===== src/rtl/serial_bcd_alu.sv =====
// serial_bcd_alu
// Bit-serial adder/subtractor for the HP-35 datapath. Two LSB-first serial
// words of NumDigits digits (DigitBits bits each, WordBits = NumDigits *
// DigitBits in total) are combined one bit per clock. The carry or borrow is
// kept in a flop between bit times. In BCD mode each digit gets a decimal
// correction on its last bit. The corrected digit is then shifted out one
// digit time later.
//
// Ports:
//   clk       : single clock, rising edge.
//   rst       : synchronous active-high reset.
//   start     : bit time 0 of a word; x/y/sub/bcd are valid in this cycle.
//   x, y      : serial operand bits, LSB first (x - y when subtracting).
//   sub       : 1 = subtract, sampled with start.
//   bcd       : 1 = per-digit decimal correction, sampled with start.
//   sum       : serial result bit, LSB first, DigitBits cycles behind the input.
//   sum_valid : sum carries a result bit.
//   co        : final carry/borrow of the last completed word.
//   done      : one-cycle pulse when co updates.
//   busy      : the input side is in the middle of a word.
module serial_bcd_alu #(
  parameter int NumDigits = 14,
  parameter int DigitBits = 4
) (
  input  logic clk,
  input  logic rst,
  input  logic start,
  input  logic x,
  input  logic y,
  input  logic sub,
  input  logic bcd,
  output logic sum,
  output logic sum_valid,
  output logic co,
  output logic done,
  output logic busy
);

  localparam int BitCntW = (DigitBits > 1) ? $clog2(DigitBits) : 1;
  localparam int DigCntW = (NumDigits > 1) ? $clog2(NumDigits) : 1;
  localparam logic [BitCntW-1:0]   LastBit = BitCntW'(DigitBits - 1);
  localparam logic [DigCntW-1:0]   LastDig = DigCntW'(NumDigits - 1);
  localparam logic [DigitBits-1:0] Six     = DigitBits'(4'd6);

  typedef enum logic [0:0] {
    StIdle = 1'b0,
    StRun  = 1'b1
  } state_e;

  state_e               state_q, state_d;
  logic [BitCntW-1:0]   bit_cnt_q, bit_cnt_d;
  logic [DigCntW-1:0]   dig_cnt_q, dig_cnt_d;
  logic                 carry_q, carry_d;
  logic                 sub_q, sub_d;
  logic                 bcd_q, bcd_d;
  logic [DigitBits-1:0] acc_q, acc_d;
  logic [DigitBits-1:0] out_sr_q, out_sr_d;
  logic [BitCntW-1:0]   out_cnt_q, out_cnt_d;
  logic                 sum_q, sum_d;
  logic                 sum_valid_q, sum_valid_d;
  logic                 co_q, co_d;
  logic                 done_q, done_d;
  logic                 busy_q, busy_d;

  // Effective per-bit context. A start cycle is bit 0 of a fresh word, so
  // it ignores the counters, the carry flop and the latched mode.
  logic                 active;
  logic [BitCntW-1:0]   eff_bit;
  logic [DigCntW-1:0]   eff_dig;
  logic                 c_in;
  logic                 op_sub;
  logic                 op_bcd;
  logic                 s_bit;
  logic                 c_raw;
  logic [DigitBits-1:0] raw_digit;
  logic [DigitBits-1:0] corr_digit;
  logic                 corr_carry;
  logic                 digit_end;
  logic                 word_end;

  // Next-state logic: serial full adder/subtractor, digit correction,
  // counters and output shifter.
  always_comb begin
    active = start | (state_q == StRun);

    if (start) begin
      eff_bit = '0;
      eff_dig = '0;
      c_in    = 1'b0;
      op_sub  = sub;
      op_bcd  = bcd;
    end else begin
      eff_bit = bit_cnt_q;
      eff_dig = dig_cnt_q;
      c_in    = carry_q;
      op_sub  = sub_q;
      op_bcd  = bcd_q;
    end

    s_bit = x ^ y ^ c_in;
    if (op_sub) begin
      c_raw = (~x & y) | (~(x ^ y) & c_in);
    end else begin
      c_raw = (x & y) | (x & c_in) | (y & c_in);
    end

    // The new bit enters at the MSB, so after DigitBits shifts the
    // digit sits LSB-aligned in the accumulator.
    raw_digit = (acc_q >> 1'b1) | (DigitBits'(s_bit) << (DigitBits - 1));
    digit_end = active && (eff_bit == LastBit);
    word_end  = digit_end && (eff_dig == LastDig);

    // Decimal correction. It is only meaningful on the last bit of a digit.
    if (op_bcd) begin
      if (op_sub) begin
        if (c_raw) begin
          corr_digit = raw_digit - Six;
          corr_carry = 1'b1;
        end else begin
          corr_digit = raw_digit;
          corr_carry = 1'b0;
        end
      end else if (c_raw || (32'(raw_digit) > 32'd9)) begin
        corr_digit = raw_digit + Six;
        corr_carry = 1'b1;
      end else begin
        corr_digit = raw_digit;
        corr_carry = c_raw;
      end
    end else begin
      corr_digit = raw_digit;
      corr_carry = c_raw;
    end

    // Input side defaults: hold.
    state_d   = state_q;
    bit_cnt_d = bit_cnt_q;
    dig_cnt_d = dig_cnt_q;
    carry_d   = carry_q;
    sub_d     = sub_q;
    bcd_d     = bcd_q;
    acc_d     = acc_q;
    co_d      = co_q;
    done_d    = 1'b0;

    if (active) begin
      sub_d = op_sub;
      bcd_d = op_bcd;
      if (digit_end) begin
        acc_d     = '0;
        bit_cnt_d = '0;
        if (word_end) begin
          // The carry never crosses into the next word.
          state_d   = StIdle;
          dig_cnt_d = '0;
          carry_d   = 1'b0;
          co_d      = corr_carry;
          done_d    = 1'b1;
        end else begin
          state_d   = StRun;
          dig_cnt_d = eff_dig + 1'b1;
          carry_d   = corr_carry;
        end
      end else begin
        state_d   = StRun;
        acc_d     = raw_digit;
        bit_cnt_d = eff_bit + 1'b1;
        dig_cnt_d = eff_dig;
        carry_d   = c_raw;
      end
    end else begin
      state_d   = state_q;
      bit_cnt_d = bit_cnt_q;
      dig_cnt_d = dig_cnt_q;
      carry_d   = carry_q;
    end

    busy_d = (state_d == StRun);

    // Output side: a finished digit goes straight to sum. Its remaining bits
    // then drain from the shifter. This runs independently of the input side,
    // so an aborted word still flushes digits that were already loaded.
    if (digit_end) begin
      sum_d       = corr_digit[0];
      out_sr_d    = corr_digit >> 1'b1;
      out_cnt_d   = LastBit;
      sum_valid_d = 1'b1;
    end else if (out_cnt_q != '0) begin
      sum_d       = out_sr_q[0];
      out_sr_d    = out_sr_q >> 1'b1;
      out_cnt_d   = out_cnt_q - 1'b1;
      sum_valid_d = 1'b1;
    end else begin
      sum_d       = 1'b0;
      out_sr_d    = '0;
      out_cnt_d   = '0;
      sum_valid_d = 1'b0;
    end
  end

  // State register with synchronous reset.
  always_ff @(posedge clk) begin
    if (rst) begin
      state_q     <= StIdle;
      bit_cnt_q   <= '0;
      dig_cnt_q   <= '0;
      carry_q     <= 1'b0;
      sub_q       <= 1'b0;
      bcd_q       <= 1'b0;
      acc_q       <= '0;
      out_sr_q    <= '0;
      out_cnt_q   <= '0;
      sum_q       <= 1'b0;
      sum_valid_q <= 1'b0;
      co_q        <= 1'b0;
      done_q      <= 1'b0;
      busy_q      <= 1'b0;
    end else begin
      state_q     <= state_d;
      bit_cnt_q   <= bit_cnt_d;
      dig_cnt_q   <= dig_cnt_d;
      carry_q     <= carry_d;
      sub_q       <= sub_d;
      bcd_q       <= bcd_d;
      acc_q       <= acc_d;
      out_sr_q    <= out_sr_d;
      out_cnt_q   <= out_cnt_d;
      sum_q       <= sum_d;
      sum_valid_q <= sum_valid_d;
      co_q        <= co_d;
      done_q      <= done_d;
      busy_q      <= busy_d;
    end
  end

  assign sum       = sum_q;
  assign sum_valid = sum_valid_q;
  assign co        = co_q;
  assign done      = done_q;
  assign busy      = busy_q;

endmodule


===== config.mk =====
export PLATFORM = sky130hd
export DESIGN_NAME = serial_bcd_alu
export DESIGN_NICKNAME = d
export VERILOG_FILES = /design/src/rtl/serial_bcd_alu.sv
export SDC_FILE = /design/constraint.sdc
export NUM_CORES = 1
export LEC_CHECK = 0
export BUFFER_PORTS_ARGS = -buffer_cell sky130_fd_sc_hd__buf_2
export CAP_MARGIN = 20
export CORE_MARGIN = 2
export CORE_UTILIZATION = 42
export DETAILED_ROUTE_END_ITERATION = 10
export PLACE_DENSITY = 0.66
export SKIP_LAST_GASP = 1
export SYNTH_ARGS = -nofsm -noshare
export SYNTH_HDL_FRONTEND = slang
export SYNTH_SLANG_ARGS = --single-unit

===== constraint.sdc =====
create_clock -name clk -period 2.7 [get_ports clk]
set_input_delay 0.27 -clock clk [delete_from_list [all_inputs] [get_ports clk]]
set_output_delay 0.27 -clock clk [all_outputs]
set_load 0.03 [all_outputs]

* Word-level counts from Yosys, hierarchy flattened
Cells that the tools add are included.
** Storage, ports and cells
- Bits in registers :: 24
- Word-level logic and storage cells :: 76
** Cells by class
- $add $sub $neg :: 5
- Magnitude comparators :: 1
- Equality and inequality tests :: 2
- Mux-type cells :: 31
- Bitwise gates (word level) :: 16
- Reduce and logical (&&, ||, !) cells :: 7
** Operator list (number)
- 4-bit 2-to-1 mux :: 8
- 1-bit 2-to-1 mux :: 17
- 2-bit 2-to-1 mux :: 4
- 3-bit 2-to-1 mux :: 2
- 1-bit bitwise AND :: 5
- 4-bit by 1-bit adder with 4-bit output (second input constant) :: 1
- 4-bit by 3-bit adder with 4-bit output (second input constant) :: 1
- 4-bit equality test (second input constant) :: 1
- 4-bit > comparator (second input constant) :: 1
- 1-bit inverter :: 4
- 1-bit OR :: 4
- 3-bit by 4-bit OR with 4-bit output :: 1
- 4-bit by 3-bit subtractor with 4-bit output (second input constant) :: 1
- 3-bit AND reduction :: 1
- 3-bit OR reduction :: 1
- 2-bit by 1-bit adder with 2-bit output (second input constant) :: 1
- 2-bit equality test (second input constant) :: 1
- 1-bit logical AND :: 2
- 2-bit nonzero test :: 1
- 2-bit OR reduction :: 1
- 2-bit by 1-bit subtractor with 2-bit output (second input constant) :: 1
- 1-bit bitwise XOR :: 2
- 1-bit logical OR :: 1

* Longest topological paths before layout
- Depth after elaboration :: 11
- Depth in mapped cells :: 9
- Depth with buffers taken out :: 6

* Worst setup path before layout
Ideal clock, no wire load.
- Path kind :: in2reg
- From :: input port start
- To :: register out_sr_q[0]
- Library setup time :: 122 ps
- Data arrival time :: 1939 ps
- Required time :: 2578 ps
- Path slack :: 639 ps
- Cell stages on the path :: 8
- Buffers on the path :: 2
- Cells stage by stage :: buf_6 -> clkbuf_2 -> nand2b_1 -> fa_1 -> o21bai_1 -> nand3_1 -> and3_1 -> a221o_1
** On the way
- Word-level cells in the longest chain between the ends :: 10
- Elaborated cells on any way between the ends :: 23
** Ends and longest elaborated chain
- start: declaration :: line 27 : input logic start,
- parallel branches: the longest is 9 deep, another holds 4-bit > comparator
- 3-bit 2-to-1 mux (*) :: line 183 : if (digit_end) begin
- end signal: assignment :: line 226 : out_sr_q <= out_sr_d;
- end: declaration :: line 57 : logic [DigitBits-1:0] out_sr_q, out_sr_d;
Every way passes the cells marked *.
A chain may end at the register's enable or synchronous reset.

* Final worst setup path
- From :: register bit_cnt_q[0]
- To :: register out_sr_q[1]
** On the way
- Word-level cells in the longest chain between the ends :: 4
** Ends and longest elaborated chain
- start: declaration :: line 51 : logic [BitCntW-1:0] bit_cnt_q, bit_cnt_d;
- start signal: assignment :: line 220 : bit_cnt_q <= bit_cnt_d;
- 2-bit 2-to-1 mux :: line 86 : if (start) begin
- 2-bit equality test :: line 110 : digit_end = active && (eff_bit == LastBit);
- 1-bit logical AND :: line 110
- 3-bit 2-to-1 mux :: line 183
Every way passes these cells.

==> out/metrics.yaml <==
die_area_um2: 3200
ir_drop_uv: 307
path_class: "reg -> reg"
yosys_register_bits: 22
reg2reg_to: "out_sr_q[1]$_SDFF_PP0_"
crit_chain: "nor2b_1 > ha_1 > o21ai_0 > buf_4 > nor2_1 > o41ai_1 > o31ai_1"
worstRegToRegCells: 7
clk_latency_ns: 0.30
drcViolationCount: 0
synthArstFlopShare_pct: 0
grt_usage_pct: 16.3
io_pins: 12
final.setup_skew_ns: 0.00198
power.density_nw_per_um2: 489
drtIter0Drc: 41
row_count: 19
finalHoldViolations: 0
crit_required_ns: 2.93
timing.hold.ws_ns: 0.318
grt_pass1_wl_um: 4240
drive_above_1_share_pct: 14.8
min_period_ns: 1.98
syn_area_per_cell_um2: 8.73
grt_max_degree: 25
final_common_cell: "dfxtp_1"
htreeDepth: 1
hold_class: "in -> reg"
cts_buffer_depth: 2
place_ws_ns: 0.493
yosysWarnings: 0
fin_ws_ns: 0.717
post-cts-setup-buffer-count: 0
cts_hold_buf: 0
tns_ns: 0
cap_violations: 0
finalWeightedCongestion: 0.858
ff2ff_setup_slack_ns: 0.72
cp-end-kind: "flop"
layout_common_cells: "dfxtp_1, nor2_1, a21oi_1, buf_2"
dpl.hpwl_um: 1780
cts-root-buf: "clkbuf_4"
clock-sinks: 22
synth.distinct_cells: 44
cts_buffers: 3
rsz0062_at_grt: "no"
antennaDiodeCount: 0
syn_to_final_growth_pct: 8.51
nets: 157
relSlewSlack_pct: 49.4
gr-total-overflow: 0
critPathLaunch: "bit_cnt_q[0]$_SDFFE_PP0N_"
ant_nets: 0
synth-edff-count: 0
final-seq-area_um2: 440
power_leakage_nw: 0.508
num_vias: 1020
crit_path_max_fanout: 13
cp_slowest_stage_delay_ns: 0.45
clkTransAtPathRegs_ns: 0.12
r2r-start: "bit_cnt_q[0]$_SDFFE_PP0N_"
grt_pass1_vias: 959
cts_tree: "yes"
fmax_mhz: 504
die_h_um: 56.6
die_w_um: 56.6
max_slew.worst_pin.slew_ns: 0.757
wl_per_cell_um: 14.4
maxSlewViolCount: 0
start_kind: "flop"
routed_wl_um: 2490
numPortBuffers: 11
vias_per_cell: 5.90
cts_resized: 0
slowest_stage: "ha_1"
syn_nets: 147
core_area_um2: 2690
seq_area_frac_synth_pct: 37.9
multi_input_area_um2: 652
fin_crit_sh_pct: 73.4
synth_cells: 133
firstDrtPassIters: 4
setup_viol: 0
arrival_ns: 2.22
synth_ff_type: "dfxtp_1"
outcome: "completed"
syn-cell-area_um2: 1160
nFillCells: 264
worstSetupEndpoint: "out_sr_q[1]$_SDFF_PP0_"
start_util_pct: 43.2
antenna_found_initial: 0
==> report_power, final <==
part           switching (mW)  total, mW  leakage, nW  internal, mW
combinational          0.0569     0.0914        0.308        0.0345
clock                  0.0983      0.181       0.0210        0.0823
sequential            0.00900      0.344        0.179         0.335
==> through the flow <==
stage	power [mW]	area, µm²	utilization, %	cells
2_1_floorplan	0.418	1160	-	133
3_3_place_gp	0.435	1220	45.6	169
3_5_place_dp	0.440	1220	45.6	169
4_1_cts	0.621	1260	46.9	173
5_1_grt	0.644	1260	46.9	173
6_report	0.616	1260	46.9	173
==> synthesized netlist by cell type (2+ instances only) <==
cell type,n,area (µm²)
and4b_1,2,20.0
a311oi_1,2,17.5
nor3b_1,2,15.0
nand2b_1,4,25.0
inv_1,8,30.0
nor2b_1,5,31.3
nor3_1,8,40.0
a21oi_1,13,65.1
mux2i_1,3,30.0
o21ai_0,3,15.0
nand2_1,6,22.5
nand3_1,2,10.0
buf_2,3,15.0
ha_1,5,62.6
fa_1,2,40.0
clkbuf_1,2,7.51
dfxtp_1,22,440
nor2_1,15,56.3
==> cell families (layout without fill, tap and decap cells) <==
family,after synthesis,in the layout,synth area share [%]
simple gates,52,52,23.6
compound gates,30,30,17.1
flops,22,22,37.9
buf+inv,15,24,5.93
fa+ha+maj,7,7,8.84
mux,5,5,5.06
xor+xnor,2,2,1.51
==> layer usage <==
metal | GRT usage, % | vias up | wire (µm)
li1 | - | 484 | -
met1 | 20.4 | 484 | 1050
met2 | 26.7 | 46 | 1210
met3 | 5.30 | 6 | 183
met4 | 4.76 | 0 | 48
met5 | 0 | - | 0
==> layout make-up <==
class	instances	share of cell area, %
sequential	22	35.0
clock buffer	4	2.88
tap	31	3.08
inverter	8	2.38
timing repair buffer	12	4.97
multi-input combinational	96	51.7
==> worst min-delay path by stage <==
| stage | from | to | slack (ns) | depth (start not counted) |
|---|---|---|---|---|
| 4_1_cts | bcd | bcd_q$_SDFFE_PP0N_ | 0.31 | 3 |
| 3_5_place_dp | acc_q[1]$_SDFFE_PP0N_ | sum$_SDFF_PP0_ | 0.46 | 2 |
| 2_1_floorplan | rst | busy$_SDFFE_PP0N_ | 0.35 | 1 |
| 5_1_grt | bcd | bcd_q$_SDFFE_PP0N_ | 0.33 | 3 |
| 3_3_place_gp | acc_q[1]$_SDFFE_PP0N_ | sum$_SDFF_PP0_ | 0.45 | 2 |
| 6_report | bcd | bcd_q$_SDFFE_PP0N_ | 0.32 | 3 |
==> flip-flops by register name, summed over array words and instances (netlist names) <==
signal	flops
carry_q	1
sum	1
sum_valid	1
bit_cnt_q	2
busy	1
bcd_q	1
out_sr_q	3
sub_q	1
done	1
acc_q	3
dig_cnt_q	4
out_cnt_q	2
co	1
==> critical path, delay by kind of cell, from the launching register on <==
family | cells | cell delay [ns]
buf+inv | 1 | 0.21
flops | 1 | 0.36
simple gates | 2 | 0.38
fa+ha+maj | 1 | 0.45
compound gates | 3 | 0.52
No activity file was read; power rests on OpenSTA's default activity.
